**config.mk**
```make
export PLATFORM = sky130hd
export DESIGN_NAME = id_ex_hazard_stage
export DESIGN_NICKNAME = d
export VERILOG_FILES = /design/src/rtl/cpu_pkg.sv /design/src/rtl/hazard_detect.sv /design/src/rtl/id_ex_hazard_stage.sv
export SDC_FILE = /design/constraint.sdc
export NUM_CORES = 1
export LEC_CHECK = 0
export CELL_PAD_IN_SITES_DETAIL_PLACEMENT = 0
export CELL_PAD_IN_SITES_GLOBAL_PLACEMENT = 1
export CORE_ASPECT_RATIO = 0.9
export CORE_MARGIN = 5
export CORE_UTILIZATION = 32
export DETAILED_ROUTE_END_ITERATION = 7
export PLACE_DENSITY = 0.94
export REMOVE_ABC_BUFFERS = 1
export SLEW_MARGIN = 5
export SYNTH_ARGS = -nofsm -noshare
export SYNTH_HDL_FRONTEND = slang
export SYNTH_SLANG_ARGS = --single-unit
```
**constraint.sdc**
```tcl
create_clock -name clk -period 7.5 [get_ports clk]
set_input_delay 0.75 -clock clk [delete_from_list [all_inputs] [get_ports clk]]
set_output_delay 0.75 -clock clk [all_outputs]
set_load 0.02 [all_outputs]
```
**src/rtl/cpu_pkg.sv**
```systemverilog
// Shared CPU definitions: opcodes, control-word layout and the ID/EX stage FSM state type.
package cpu_pkg;

  localparam int unsigned CW_W = 7;
  localparam int unsigned OP_W = 4;

  localparam logic [OP_W-1:0] OP_NOP = 4'b0000;
  localparam logic [OP_W-1:0] OP_ADD = 4'b0001;
  localparam logic [OP_W-1:0] OP_BE  = 4'b0100;
  localparam logic [OP_W-1:0] OP_LDR = 4'b1001;
  localparam logic [OP_W-1:0] OP_STR = 4'b1010;

  localparam int unsigned CW_WRE     = 6;
  localparam int unsigned CW_WME     = 5;
  localparam int unsigned CW_WB      = 4;
  localparam int unsigned CW_ALU_MSB = 3;
  localparam int unsigned CW_ALU_LSB = 0;

  typedef logic [CW_W-1:0] ctrl_word_t;

  localparam ctrl_word_t CW_BUBBLE = 7'b0;

  typedef enum logic {
    ST_RUN,
    ST_STALL
  } id_ex_state_t;

  // Which register sources an opcode reads: bit 0 = rs1, bit 1 = rs2.
  function automatic logic [1:0] src_usage(input logic [OP_W-1:0] op);
    case (op)
      OP_ADD, OP_STR, OP_BE: src_usage = 2'b11;
      OP_LDR:                src_usage = 2'b01;
      default:               src_usage = 2'b00;
    endcase
  endfunction

endpackage

```
**src/rtl/hazard_detect.sv**
```systemverilog
// Combinational load-use detector: flags an ID instruction that reads the
// destination of a write-enabled load currently sitting in EX.
module hazard_detect
  import cpu_pkg::*;
#(
  parameter int unsigned REG_AW = 4
) (
  input  logic [OP_W-1:0]   opcode,
  input  logic [REG_AW-1:0] rs1,
  input  logic [REG_AW-1:0] rs2,
  input  logic [OP_W-1:0]   ex_opcode,
  input  logic              ex_wre,
  input  logic [REG_AW-1:0] ex_rd,
  output logic              hazard_c
);

  logic [1:0] uses;

  always_comb begin
    uses     = src_usage(opcode);
    hazard_c = (ex_opcode == OP_LDR) && ex_wre &&
               ((uses[0] && (rs1 == ex_rd)) || (uses[1] && (rs2 == ex_rd)));
  end

endmodule

```
**src/rtl/id_ex_hazard_stage.sv**
```systemverilog
// ID/EX pipeline register with load-use stall and branch-flush bubble insertion,
// plus a saturating count of inserted bubbles.
module id_ex_hazard_stage
  import cpu_pkg::*;
#(
  parameter int unsigned DATA_W            = 32,
  parameter int unsigned REG_AW            = 4,
  parameter int unsigned LOAD_STALL_CYCLES = 1
) (
  input  logic              clk,
  input  logic              rst,
  input  logic [CW_W-1:0]   control_signals_i,
  input  logic [OP_W-1:0]   opcode_i,
  input  logic [REG_AW-1:0] rs1_i,
  input  logic [REG_AW-1:0] rs2_i,
  input  logic [REG_AW-1:0] rd_i,
  input  logic [DATA_W-1:0] rs1_data_i,
  input  logic [DATA_W-1:0] rs2_data_i,
  input  logic [DATA_W-1:0] imm_i,
  input  logic              branch_taken_i,
  output logic [CW_W-1:0]   ex_control_o,
  output logic [OP_W-1:0]   ex_opcode_o,
  output logic [REG_AW-1:0] ex_rd_o,
  output logic [DATA_W-1:0] ex_rs1_data_o,
  output logic [DATA_W-1:0] ex_rs2_data_o,
  output logic [DATA_W-1:0] ex_imm_o,
  output logic              stall_o,
  output logic              flush_o,
  output logic [15:0]       bubble_count_o
);

  localparam int unsigned CNT_W   = 3;
  localparam int unsigned BCNT_W  = 16;
  localparam logic [BCNT_W-1:0] BCNT_MAX = '1;

  id_ex_state_t     state, next_state;
  logic [CNT_W-1:0] cnt, next_cnt;
  logic             hazard;
  logic             load_bubble;

  hazard_detect #(.REG_AW(REG_AW)) u_hazard_detect (
    .opcode    (opcode_i),
    .rs1       (rs1_i),
    .rs2       (rs2_i),
    .ex_opcode (ex_opcode_o),
    .ex_wre    (ex_control_o[CW_WRE]),
    .ex_rd     (ex_rd_o),
    .hazard_c  (hazard)
  );

  always_ff @(posedge clk or posedge rst) begin
    if (rst) begin
      state <= ST_RUN;
      cnt   <= '0;
    end else begin
      state <= next_state;
      cnt   <= next_cnt;
    end
  end

  // Branch flush beats load-use stall; a flush also cancels any remaining stall.
  always_comb begin
    next_state  = state;
    next_cnt    = cnt;
    stall_o     = 1'b0;
    flush_o     = 1'b0;
    load_bubble = 1'b0;
    case (state)
      ST_RUN: begin
        if (branch_taken_i) begin
          flush_o     = 1'b1;
          load_bubble = 1'b1;
        end else if (hazard) begin
          stall_o     = 1'b1;
          load_bubble = 1'b1;
          if (LOAD_STALL_CYCLES > 1) begin
            next_state = ST_STALL;
            next_cnt   = CNT_W'(LOAD_STALL_CYCLES - 1);
          end
        end
      end
      ST_STALL: begin
        load_bubble = 1'b1;
        if (branch_taken_i) begin
          flush_o    = 1'b1;
          next_cnt   = '0;
          next_state = ST_RUN;
        end else begin
          stall_o  = 1'b1;
          next_cnt = cnt - CNT_W'(1);
          if (cnt == CNT_W'(1)) next_state = ST_RUN;
        end
      end
      default: next_state = ST_RUN;
    endcase
  end

  // Bubbles clear data fields as well as control so EX sees a clean nop.
  always_ff @(posedge clk or posedge rst) begin
    if (rst) begin
      ex_control_o  <= CW_BUBBLE;
      ex_opcode_o   <= OP_NOP;
      ex_rd_o       <= '0;
      ex_rs1_data_o <= '0;
      ex_rs2_data_o <= '0;
      ex_imm_o      <= '0;
    end else if (load_bubble) begin
      ex_control_o  <= CW_BUBBLE;
      ex_opcode_o   <= OP_NOP;
      ex_rd_o       <= '0;
      ex_rs1_data_o <= '0;
      ex_rs2_data_o <= '0;
      ex_imm_o      <= '0;
    end else begin
      ex_control_o  <= control_signals_i;
      ex_opcode_o   <= opcode_i;
      ex_rd_o       <= rd_i;
      ex_rs1_data_o <= rs1_data_i;
      ex_rs2_data_o <= rs2_data_i;
      ex_imm_o      <= imm_i;
    end
  end

  always_ff @(posedge clk or posedge rst) begin
    if (rst) begin
      bubble_count_o <= '0;
    end else if (load_bubble && (bubble_count_o != BCNT_MAX)) begin
      bubble_count_o <= bubble_count_o + BCNT_W'(1);
    end
  end

endmodule

```
==> summary.md <==
| Metric | Value |
|---|---|
| CP top delay family | buffers and inverters |
| First drt pass iteration count | 4 |
| CORE AREA | 14700 sq um |
| Max Fclk | 281 MHz |
| Ys async rst share | 100% |
| Worst-path clk slew | 0.06 ns |
| PD cells | 241 nW/um^2 |
| Clock network power share | 43.9% |
| # fillers | 1193 |
| Drt total wl | 12900 um |
| Normalized max-slew margin | between 30% and 40% |
| Cells after Synth | approximately 350 |
| Clock H-tree levels | 4 |
| Global-route wire length before repair | 20300 um |
| Pleak | 3.49 nW |
| Sw Ratio | 24.5% |
| CP max stage cell | clkdlybuf4s50_1 |
| HP Class | reg -> reg |
| Tot GR Track Use | 15.0% |
| Starting Density | 32.6% |
| Setup WS pre-CTS | 3.85 ns |
| Mean Syn Cell Area | between 10 and 15 sq um |
| Dpl hpwl | ~9700 um |
| Hold Slack | 0.497 ns |
| Max Slew Vio Count | 0 |
| Seq cells post-synth | 131 |
| P_int | 1.46 mW |
| CTS tree | yes |
| Clk_lat worst skew | 0.41 ns |
| Startpoint Class | input port |
| Initial drt markers | ~130 |
| Cell mode on critical path | clkdlybuf4s50_1 |
| Worst endpoint required time | 6.75 ns |
| Wirelength per Cell | around 16 um |
| Peak supply drop | 0.000156 V |
| Setup violators final | 0 |
| CP cell instances | clkdlybuf4s50_1 -> nor4b_2 -> a211oi_2 -> o22ai_2 -> a21oi_1 -> nor2_1 -> clkdlybuf4s50_1 |
| Dominant synthesized flop cell | dfrtp_1 |
| Final Hold Viols | 0 |
| Vias in the first global route | ~3800 |
| P_sw | 0.474 mW |
| Critical path class | in -> out |
| GR Overflow Total | 0 |
| CP max FO | 5 |
| Post-synth EDFFs | 0 |
| Crit path buffers/inverters | 2 |
| Area growth syn-to-layout | 67.6% |
| Final Cycle Share | 47.5% |
| I/O pins | 251 |
| I/O Buffers | 250 |
| MaxCap Viol Count | 0 |
| RSZ-0062 raised after global routing | false |
| Placed cells | 785 |
| Synth cell types | 35 |
| Die area | 17500 sq um |
| Layout cells sized above 1 | 7.11% |
| Post-route insts no fill | 817 |
| Resize count post-CTS | 0 |
| Critical path arrival | 2.81 ns |
| Post-CTS setup buffers | 0 |
| Logic pwr share | 15.6% |
| Most common cell after layout, fill and taps aside | clkdlybuf4s50_1 |
| Most frequent cells in the layout | clkdlybuf4s50_1 (250), dfrtp_1 (131), and2_1 (111) |
| Largest net degree at the start of global routing | 75 |
| DR vias | roughly 3400 |
| Worst slew pin tran | roughly 0.9 ns |
| Status | finished clean |
| Min Tclk post-route | approximately 3.6 ns |
| Die width | 139 um |
| Clock skew | 0.00806 ns |
| Clock Sinks | 131 |
| Clk buf depth | 2 |
| CTS hold repair buffers | 0 |
| Ys Warns | 0 |
| Antenna violations before repair | 0 |
| Routability cong. | ~0.75 |
| Setup TNS | 0 ns |
| Seq pwr share | 40.5% |
| Die H | 126 um |
| Sequential share of the synthesized area | 68.6% |
| Number of nets in the layout | 731 |
| ANT nets after route | 0 |
| Largest stage delay, worst path | 0.62 ns |
| Standard-cell row count | 42 |
| Drt via density | about 4.2 |
| Number of clock buffers inserted by TritonCTS | 17 |
| Setup WS post-layout | ~3.9 ns |
| Clk root buf | clkbuf_16 |
| Cell Area, Synth | ~4800 sq um |
| Antenna diode count | 0 |
| Crit. End Element | output port |
| Residual DRC | 0 |
routing by layer:
layer / track usage (%) / vias to the layer above / wire length (um)
met4: 4.72 / 0 / 185
li1: - / 1619 / -
met3: 9.25 / 17 / 1560
met2: 25.1 / 155 / 6380
met5: 0 / - / 0
met1: 15.6 / 1646 / 4720
final cells by class:
class	instances	area (sq um)	area share, %
tap	198	248	3.09
inverter	4	20.0	0.250
sequential	131	3280	40.9
multi-input combinational	200	1340	16.7
clock buffer	20	457	5.70
clock inverter	12	155	1.94
timing repair buffer	252	2520	31.4
through the flow:
step,cell area [sq um],utilization (%),power [mW]
2_1_floorplan,4630,-,0.915
3_3_place_gp,7400,50.5,1.10
3_5_place_dp,7400,50.5,1.10
4_1_cts,8010,54.7,1.96
5_1_grt,8010,54.7,2.02
6_report,8010,54.7,1.93
cell usage after synthesis (2+ instances only):
library cell / instances / share of area [%]
a21oi_1: 2 / 0.21
nor2_1: 11 / 0.86
dfrtp_1: 131 / 69
buf_4: 2 / 0.31
clkbuf_1: 3 / 0.24
mux2_1: 2 / 0.47
and2_1: 111 / 15
inv_1: 4 / 0.31
nand3_1: 9 / 0.94
xnor2_1: 11 / 2.0
buf_6: 11 / 2.6
nor3_2: 3 / 0.63
nand2_1: 9 / 0.71
and3_1: 2 / 0.26
nand2b_1: 2 / 0.26
nand4_1: 3 / 0.39
xor2_1: 11 / 2.0
nor3_1: 5 / 0.52
ha_1: 3 / 0.79
worst paths after layout:
path | slack, ns | end | from | cells after the start
max in group asynchronous | 5.38 | ex_rs2_data_o[15] | rst | 3
setup / recovery | 3.94 | stall_o | opcode_i[0] | 7
hold reg to reg | 0.50 | bubble_count_o[15] | bubble_count_o[15] | 1
hold / removal | 0.50 | bubble_count_o[15] | bubble_count_o[15] | 1
setup reg to reg | 5.05 | ex_rs1_data_o[6] | ex_rd_o[0] | 6
min in group asynchronous | 0.78 | ex_imm_o[2] | rst | 2
worst register-to-register path, delay by kind of cell (launching register included):
kind            cells  cell delay, ns
flops               1            0.43
xor+xnor            1            0.16
buf+inv             1            0.59
compound gates      2            0.79
simple gates        2            0.41
cells by family after synthesis:
logic type,synth area share (%)
compound gates,1.99
flops,68.6
xor+xnor,4.03
simple gates,20.5
fa+ha+maj,0.785
mux,0.680
buf+inv,3.45
flip-flops by register name (all words and copies together) (netlist names):
| signal | cells |
|---|---|
| ex_opcode_o | 4 |
| cnt | 3 |
| state | 1 |
| ex_control_o | 7 |
| ex_rd_o | 4 |
| ex_rs1_data_o | 32 |
| ex_imm_o | 32 |
| ex_rs2_data_o | 32 |
| bubble_count_o | 16 |
power groups by stage:
stage	registers (mW)	clock network [mW]	logic, mW
6_report	0.783	0.849	0.301
5_1_grt	0.790	0.905	0.321
4_1_cts	0.784	0.867	0.307
3_5_place_dp	0.796	0	0.305
3_3_place_gp	0.794	0	0.301
2_1_floorplan	0.850	0	0.0651
No activity file was read; power rests on OpenSTA's default activity.
